==> src/rtl/round_robin_dist.sv <==
// Round-robin distributor: scatters one valid/ready stream over WIDTH
// consumers in cyclic order, skipping consumers whose enable bit is low.
// The output side is a single registered word with pass-through accept.
module round_robin_dist #(
  parameter int WIDTH   = 8,
  parameter int DATA_W  = 32,
  parameter int WIDTH_W = $clog2(WIDTH)
) (
  input  logic              clk,
  input  logic              rst,
  input  logic [WIDTH-1:0]  dst_en,
  input  logic              s_valid,
  output logic              s_ready,
  input  logic [DATA_W-1:0] s_data,
  output logic [WIDTH-1:0]  m_valid,
  input  logic [WIDTH-1:0]  m_ready,
  output logic [DATA_W-1:0] m_data,
  output logic [WIDTH_W-1:0] m_bin
);

  // Architectural state
  logic [WIDTH_W-1:0] r_ptr;
  logic               r_buf_valid;
  logic [WIDTH-1:0]   r_buf_dst;
  logic [WIDTH_W-1:0] r_buf_bin;
  logic [DATA_W-1:0]  r_buf_data;

  // Combinational decisions
  logic [WIDTH_W-1:0] w_pick_hi;
  logic [WIDTH_W-1:0] w_pick_lo;
  logic               w_found_hi;
  logic               w_found_lo;
  logic [WIDTH_W-1:0] w_pick;
  logic [WIDTH_W-1:0] w_ptr_nxt;
  logic               w_any_en;
  logic               w_drain;
  logic               w_accept;

  // Lowest enabled index at or above the pointer, else lowest enabled overall
  always_comb begin
    w_pick_hi  = '0;
    w_pick_lo  = '0;
    w_found_hi = 1'b0;
    w_found_lo = 1'b0;
    for (int i = 0; i < WIDTH; i++) begin
      if (dst_en[i]) begin
        if (!w_found_lo) begin
          w_pick_lo  = WIDTH_W'(i);
          w_found_lo = 1'b1;
        end else begin
          w_found_lo = w_found_lo;
        end
        if (!w_found_hi && (WIDTH_W'(i) >= r_ptr)) begin
          w_pick_hi  = WIDTH_W'(i);
          w_found_hi = 1'b1;
        end else begin
          w_found_hi = w_found_hi;
        end
      end else begin
        w_found_lo = w_found_lo;
      end
    end
    if (w_found_hi) begin
      w_pick = w_pick_hi;
    end else begin
      w_pick = w_pick_lo;
    end
  end

  // Handshake terms: only the addressed consumer's ready can drain the buffer
  always_comb begin
    w_any_en  = |dst_en;
    w_drain   = r_buf_valid & (|(r_buf_dst & m_ready));
    s_ready   = ~rst & w_any_en & (~r_buf_valid | w_drain);
    w_accept  = s_valid & s_ready;
    if (w_pick == WIDTH_W'(WIDTH - 1)) begin
      w_ptr_nxt = '0;
    end else begin
      w_ptr_nxt = w_pick + WIDTH_W'(1);
    end
  end

  // Output buffer and rotation pointer; pointer only advances on accept
  always_ff @(posedge clk) begin
    if (rst) begin
      r_ptr       <= '0;
      r_buf_valid <= 1'b0;
      r_buf_dst   <= '0;
      r_buf_bin   <= '0;
      r_buf_data  <= '0;
    end else if (w_accept) begin
      r_ptr       <= w_ptr_nxt;
      r_buf_valid <= 1'b1;
      r_buf_dst   <= WIDTH'(1) << w_pick;
      r_buf_bin   <= w_pick;
      r_buf_data  <= s_data;
    end else if (w_drain) begin
      r_buf_valid <= 1'b0;
    end else begin
      r_buf_valid <= r_buf_valid;
    end
  end

  // Outputs come straight from the buffer registers, never from m_ready
  always_comb begin
    m_valid = r_buf_valid ? r_buf_dst : '0;
    m_data  = r_buf_data;
    m_bin   = r_buf_bin;
  end

endmodule

==> config.mk <==
export PLATFORM = sky130hd
export DESIGN_NAME = round_robin_dist
export DESIGN_NICKNAME = d
export VERILOG_FILES = /design/src/rtl/round_robin_dist.sv
export SDC_FILE = /design/constraint.sdc
export NUM_CORES = 1
export LEC_CHECK = 0
export CAP_MARGIN = 0
export CELL_PAD_IN_SITES_DETAIL_PLACEMENT = 1
export CELL_PAD_IN_SITES_GLOBAL_PLACEMENT = 1
export CORE_MARGIN = 4
export CORE_UTILIZATION = 31
export CTS_CLUSTER_DIAMETER = 100
export DETAILED_ROUTE_END_ITERATION = 8
export GPL_TIMING_DRIVEN = 0
export PLACE_DENSITY = 0.87
export SLEW_MARGIN = 10
export SYNTH_ARGS = -nofsm -noshare
export SYNTH_HDL_FRONTEND = slang
export SYNTH_SLANG_ARGS = --single-unit
==> constraint.sdc <==
create_clock -name clk -period 4.62 [get_ports clk]
set_input_delay 0.924 -clock clk [delete_from_list [all_inputs] [get_ports clk]]
set_output_delay 0.924 -clock clk [all_outputs]
set_load 0.02 [all_outputs]
==> results of run 1 <==
## report_power, final
group	total, mW	leakage (nW)	switching [mW]	internal (mW)
registers	0.444	0.383	0.0151	0.429
logic	0.237	0.760	0.122	0.115
clock network	0.235	0.0361	0.135	0.101
## worst min-delay path: cells and delay by family, from the launching register on
kind | cells | cell delay, ns
flops | 1 | 0.32
simple gates | 1 | 0.05
compound gates | 1 | 0.05
## through the flow
step                setup slack, ns  cell area (um^2)  hold slack, ns  utilization, %  instances
floorplan                      1.78              2150           0.444               -        267
global placement              0.734              3180           0.442            47.0        440
detailed placement            0.716              3180           0.450            47.0        440
CTS                           0.702              3250           0.461            48.2        446
global route                  0.590              3250           0.481            48.2        446
finish                        0.717              3250           0.458            48.2        446
## synthesized netlist by cell type (2+ instances only)
cell type  count
a21oi_1       44
a22oi_1        4
and2_1        10
buf_2          5
buf_4          2
buf_6          5
clkbuf_1       4
dfxtp_1       47
ha_1           5
inv_1         10
nand2_1       79
nand3_1        7
nand4_1        3
nor2_1         6
nor2b_1        3
o211ai_1       2
o21ai_0        4
o31ai_2        3
## cell type report
cell class	instances	area, um^2	area share (%)
clock inverters	1	7.51	0.231
flip-flops and latches	47	941	28.9
well taps	80	100	3.08
repair buffers	93	931	28.6
inverters	10	37.5	1.15
clock buffers	5	68.8	2.11
plain buffers	17	115	3.54
multi-input cells	193	1050	32.4
## logic make-up (layout without fill, tap and decap cells)
| group | Yosys count | in the layout | synth area share (%) |
|---|---|---|---|
| compound gates | 73 | 73 | 22.4 |
| fa+ha+maj | 5 | 5 | 2.91 |
| buf+inv | 27 | 126 | 7.11 |
| flops | 47 | 47 | 43.8 |
| mux | 1 | 1 | 0.466 |
| simple gates | 114 | 114 | 23.3 |
## routing by layer
metal,wire [um],up-vias,share of wire [%],global-route usage (%)
li1,-,1089,-,-
met1,2810,1034,43,18.0
met2,3300,56,50,28.6
met3,451,4,6.8,5.47
met4,39,0,0.59,3.39
met5,0,-,0,0
## flip-flops by register name, indices dropped and copies added, names as in the netlist
register	cells
m_bin	3
m_data	32
r_buf_dst	8
r_buf_valid	1
r_ptr	3
## worst max path at each step
stage / start / to / slack [ns] / cells past startpoint
global route: m_ready[1] / s_ready / 0.59 / 6
floorplan: m_ready[1] / s_ready / 1.78 / 4
global placement: m_ready[1] / s_ready / 0.73 / 6
CTS: m_ready[1] / s_ready / 0.70 / 6
finish: m_ready[1] / s_ready / 0.72 / 6
detailed placement: m_ready[1] / s_ready / 0.72 / 6
==> metrics.md, run 1 <==
| Metric | Value |
|---|---|
| Status | `finished, final reports clean` |
| Residual DRC | `0` |
| Max_slew headroom | `66.0%` |
| Worst reg-to-reg path cell count | `8` |
| CP Cell Sequence | `clkdlybuf4s50_1, a222oi_1, nand3_1, or2_2, and2_1, clkdlybuf4s50_1` |
| Final wirelength | `6600 um` |
| Reg-to-Reg End | `r_ptr[1]$_SDFFE_PP0P_` |
| TritonCTS clock tree | `yes` |
| Share of layout cells above drive strength 1 | `8.20%` |
| Reg2reg start | `r_ptr[0]$_SDFFE_PP0P_` |
| H-tree depth | `2` |
| Die area | `8320 um^2` |
| Worst Path Buf+Inv | `2` |
| Clock Latency Late Sink | `0.29 ns` |
| Antenna cell count | `0` |
| Final net count | `423` |
| Crit path max fanout | `3` |
| Die width | `91.2 um` |
| Syn Std Cell Area | `2150 um^2` |
| Via count | `2,183` |
| Global-route wire length before repair | `10,700 um` |
| Hold depth | `2` |
| Pin count of the biggest net entering global routing | `14` |
| CP peak stage delay | `0.55 ns` |
| Flop2flop setup slack | `2.11 ns` |
| Synth Area per Inst | `8.04 um^2` |
| Top delay family on crit path | `buffers and inverters` |
| Clock buffer depth | `2` |
| Most frequent cells in the layout | `clkdlybuf4s50_1, nand2_1, dfxtp_1` |
| Die Span Y | `91.2 um` |
| Detailed-router iteration count before antenna repair | `4` |
| Setup TNS | `0 ns` |
| MaxCap Viol Count | `0` |
| Worst-Margin Slew | `0.505 ns` |
| Vias per std cell | `4.89` |
| Worst hold start | `m_data[31]$_SDFFE_PP0P_` |
| Hold worst-path end | `m_data[31]$_SDFFE_PP0P_` |
| Number of gates resized after cts | `0` |
| FF+latch count, synth | `47` |
| CP most frequent cell | `clkdlybuf4s50_1` |
| Final hold vios | `0` |
| Power, Total | `0.917 mW` |
| Row Count | `30` |
| CP required | `3.70 ns` |
| Top cells by area, synth | `dfxtp_1, nand2_1, a21oi_1, and2_1, ha_1` |
| CP Capture Type | `primary output` |
| Vias in the first global route | `2,242` |
| Top Ports | `95` |
| Area Overhead vs Synth | `51.6%` |
| Grt ovf | `0` |
| HPWL after DPL | `5170 um` |
| Worst Path Arrival | `2.98 ns` |
| Antenna Violating Nets Remaining | `0` |
| Class of the worst hold path | `flip-flop to flip-flop` |
| Slowest cell on crit path | `clkdlybuf4s50_1` |
| Worst Skew | `0.00619 ns` |
| Clock root buffer | `clkbuf_8` |
| Cells after Synth | `267` |
| Syn_nets | `323` |
| Initial antenna violation count | `0` |
| Hold buffers post-CTS | `0` |
| Power per standard cell area | `282 nW/um^2` |
| Async SR Flop Fraction | `0%` |
| WS Path Type | `input port to primary output` |
| Setup bufs post-CTS | `0` |
| GRT Total Usage | `15.8%` |
| Synth area leader | `dfxtp_1` |
| Final RePlAce weighted congestion | `0.756` |
| Commonest non-fill, non-tap cell in the layout | `clkdlybuf4s50_1` |
| TritonCTS Buffers | `5` |
| YS warnings | `0` |
| RSZ-0062 raised after global routing | `false` |
| Routed length per placed instance | `14.8 um` |
| Crit share post-route | `84.5%` |
| Static leakage | `1.18 nW` |
| Filler Cell Count | `804` |
| Seq/Total Area, Yosys | `43.8%` |
| Min cycle time layout | `3.90 ns` |
| Sinks on Clock Net | `47` |
| Reg clk slew, reported paths | `0.09 ns` |
| Netlist cell types | `42` |
| Final Setup Violations | `0` |
| Leading register cell type out of synthesis | `dfxtp_1` |
| EDFF count, synth | `0` |
| Core ar. | `6760 um^2` |
| I/O Buffers | `93` |
| FMAX | `256 MHz` |
| Worst ir drop on vdd | `160 uV` |
| Initial DRC Count | `45` |
| Initial core utilization | `31.8%` |
| Nature of the critical path startpoint | `input port` |
| Top cell type's share of synthesized area | `43.8%` |
| Max Transition Viols Final | `0` |
Power figures use the tool's default switching activity.
==> run 2, diff against run 1 <==
--- a/config.mk
+++ b/config.mk
@@ -9,11 +9,11 @@
 export CELL_PAD_IN_SITES_DETAIL_PLACEMENT = 1
 export CELL_PAD_IN_SITES_GLOBAL_PLACEMENT = 1
 export CORE_MARGIN = 4
-export CORE_UTILIZATION = 31
+export CORE_UTILIZATION = 29
 export CTS_CLUSTER_DIAMETER = 100
 export DETAILED_ROUTE_END_ITERATION = 8
 export GPL_TIMING_DRIVEN = 0
-export PLACE_DENSITY = 0.87
+export PLACE_DENSITY = 0.82
 export SLEW_MARGIN = 10
 export SYNTH_ARGS = -nofsm -noshare
 export SYNTH_HDL_FRONTEND = slang
==> constraint.sdc (replaced) <==
create_clock -name clk -period 3.9 [get_ports clk]
set_input_delay 0.78 -clock clk [delete_from_list [all_inputs] [get_ports clk]]
set_output_delay 0.78 -clock clk [all_outputs]
set_load 0.02 [all_outputs]
==> run 2 against run 1 <==
- sequential share of layout area fell by 0.60 points
- register-to-register slack got worse by 0.62 ns
- core utilization fell by 2.1 points
- critical path type unchanged
- die area is 6.3% higher
- non-clock buffer count did not move
- worst setup slack got worse by 0.45 ns
- via count is 1.7% lower
- largest power group unchanged
==> metrics.md, run 2 (synthesized netlist as in run 1, its figures left out) <==
| Metric | Value |
|---|---|
| HPWL after DPL | `5120 um (-0.88%)` |
| Global-route wire length before repair | `10,400 um (-2.9%)` |
| Number of gates resized after cts | `0 (unchanged)` |
| CP required | `3.12 ns (-0.58 ns)` |
| Crit path max fanout | `3 (unchanged)` |
| Die area | `8840 um^2 (+6.3%)` |
| MaxCap Viol Count | `0 (unchanged)` |
| Worst hold start | `m_data[12]$_SDFFE_PP0P_` |
| CP peak stage delay | `0.55 ns (about the same)` |
| WS Path Type | `input port to primary output` |
| Slowest cell on crit path | `clkdlybuf4s50_1` |
| Final Setup Violations | `0 (unchanged)` |
| Setup bufs post-CTS | `0 (unchanged)` |
| Power, Total | `1.18 mW (+29%)` |
| Row Count | `31 (+3.3%)` |
| Antenna cell count | `0 (unchanged)` |
| Grt ovf | `0 (unchanged)` |
| Reg-to-Reg End | `r_ptr[1]$_SDFFE_PP0P_` |
| Hold worst-path end | `m_data[12]$_SDFFE_PP0P_` |
| Vias in the first global route | `2,251 (+0.40%)` |
| GRT Total Usage | `14.7% (-1.2 points)` |
| Routed length per placed instance | `13.6 um (-7.9%)` |
| Sinks on Clock Net | `47 (unchanged)` |
| Clock Latency Late Sink | `0.30 ns (about the same)` |
| Setup TNS | `0 ns (unchanged)` |
| Max FFs per register | `32 (unchanged)` |
| Core ar. | `7210 um^2 (+6.8%)` |
| Met1 Wirelength | `2710 um (-3.8%)` |
| Max_slew headroom | `61.8% (-4.3 points)` |
| Die width | `94.0 um (+3.1%)` |
| Final wirelength | `6370 um (-3.5%)` |
| Worst ir drop on vdd | `183 uV (+14%)` |
| Clock buffer depth | `2 (unchanged)` |
| Final RePlAce weighted congestion | `0.836 (+10%)` |
| TritonCTS Buffers | `5 (unchanged)` |
| I/O Buffers | `93 (unchanged)` |
| Hold depth | `2 (unchanged)` |
| Clock root buffer | `clkbuf_8` |
| Worst-Margin Slew | `0.568 ns (+0.0636 ns)` |
| Area Overhead vs Synth | `54.8%` |
| Min cycle time layout | `3.63 ns` |
| Die Span Y | `94.0 um (+3.1%)` |
| Clk pwr share | `32.1% (+6.4 points)` |
| Flop2flop setup slack | `1.49 ns (-0.62 ns)` |
| Power per standard cell area | `356 nW/um^2 (+26%)` |
| Residual DRC | `0 (unchanged)` |
| Status | `finished, final reports clean` |
| Worst Skew | `0.0100 ns (+0.00383 ns)` |
| Wire length on met3 | `435 um (-3.5%)` |
| Highest routed layer | `met4` |
| TritonCTS clock tree | `yes` |
| Most frequent cells in the layout | `clkdlybuf4s50_1, nand2_1, dfxtp_1` |
| NetSw | `0.327 mW (+20%)` |
| Share of layout cells above drive strength 1 | `8.70% (+0.50 points)` |
| Worst Path Arrival | `2.85 ns (-0.13 ns)` |
| Hold buffers post-CTS | `0 (unchanged)` |
| Reg2reg start | `r_ptr[0]$_SDFFE_PP0P_` |
| Initial core utilization | `29.8% (-2.0 points)` |
| Max Transition Viols Final | `0 (unchanged)` |
| RSZ-0062 raised after global routing | `false` |
| Layout Utilization | `46.1% (-2.1 points)` |
| H-tree depth | `2 (unchanged)` |
| Top Ports | `95 (unchanged)` |
| Sequential share of power | `44.5% (-3.9 points)` |
| Net Sw Frac | `27.7% (-2.0 points)` |
| Detailed-router iteration count before antenna repair | `4 (unchanged)` |
| Reg clk slew, reported paths | `0.08 ns (about the same)` |
| FMAX | `275 MHz` |
| Pin count of the biggest net entering global routing | `16 (+2)` |
| Vias per std cell | `4.59 (-6.2%)` |
| Wire length on met2 | `3170 um (-3.8%)` |
| Initial antenna violation count | `0 (unchanged)` |
| Nature of the critical path startpoint | `input port` |
| Final hold vios | `0 (unchanged)` |
| Antenna Violating Nets Remaining | `0 (unchanged)` |
| Static leakage | `1.21 nW (+2.2%)` |
| P_int | `0.855 mW (+33%)` |
| CP Cell Sequence | `clkdlybuf4s50_1, a222oi_1, nand3_1, or2_2, and2_1, clkdlybuf4s50_1` |
| Combinational share of power | `23.3% (-2.6 points)` |
| Crit share post-route | `93.2%` |
| Class of the worst hold path | `flip-flop to flip-flop` |
| Worst reg-to-reg path cell count | `8 (unchanged)` |
| CP most frequent cell | `clkdlybuf4s50_1` |
| Hold_ws | `0.456 ns (-0.00124 ns)` |
| Final net count | `423 (unchanged)` |
| CP Capture Type | `primary output` |
| Initial DRC Count | `47 (+4.4%)` |
| Commonest non-fill, non-tap cell in the layout | `clkdlybuf4s50_1` |
| Via count | `2,145 (-1.7%)` |
-- run 2: cell type report --
class,count,area [um^2]
clock inverters,2,38.8
flip-flops and latches,47,941
well taps,99,124
fillers,885,3890
multi-input cells,193,1050
plain buffers,17,115
clock buffers,6,82.6
inverters,10,37.5
repair buffers,93,931
-- run 2: how the worst max path moves through the flow --
stage | depth (start not counted) | from | slack [ns] | endpoint
after floorplan | 4 | m_ready[1] | 1.35 | s_ready
after global placement | 6 | m_ready[1] | 0.32 | s_ready
after detailed placement | 6 | m_ready[1] | 0.24 | s_ready
after CTS | 6 | m_ready[1] | 0.26 | s_ready
after global routing | 6 | m_ready[1] | 0.17 | s_ready
final | 6 | m_ready[1] | 0.27 | s_ready
-- run 2: worst max-delay path: cells and delay by family --
family	cells	cell delay, ns
and+or+nand+nor	3	0.75
buffers and inverters	2	0.95
AOI/OAI and AO/OA	1	0.38
-- run 2: metal layers --
metal  GRT usage [%]  vias up
met4            3.25        0
met5               0        -
met1            16.6      986
li1                -     1098
met3            4.81        6
met2            26.7       55
-- run 2: power groups by stage --
stage	combinational, mW	clock (mW)	sequential, mW
after floorplan	0.125	0	0.558
after global placement	0.273	0	0.536
after detailed placement	0.279	0	0.538
after CTS	0.281	0.395	0.527
after global routing	0.305	0.410	0.531
final	0.276	0.380	0.526
-- run 2: stage by stage --
stage                     instances  setup slack (ns)  instance area, um^2
after floorplan                 267              1.35                 2150
after global placement          459             0.316                 3200
after detailed placement        459             0.243                 3200
after CTS                       467             0.259                 3320
after global routing            467             0.166                 3320
final                           467             0.267                 3320
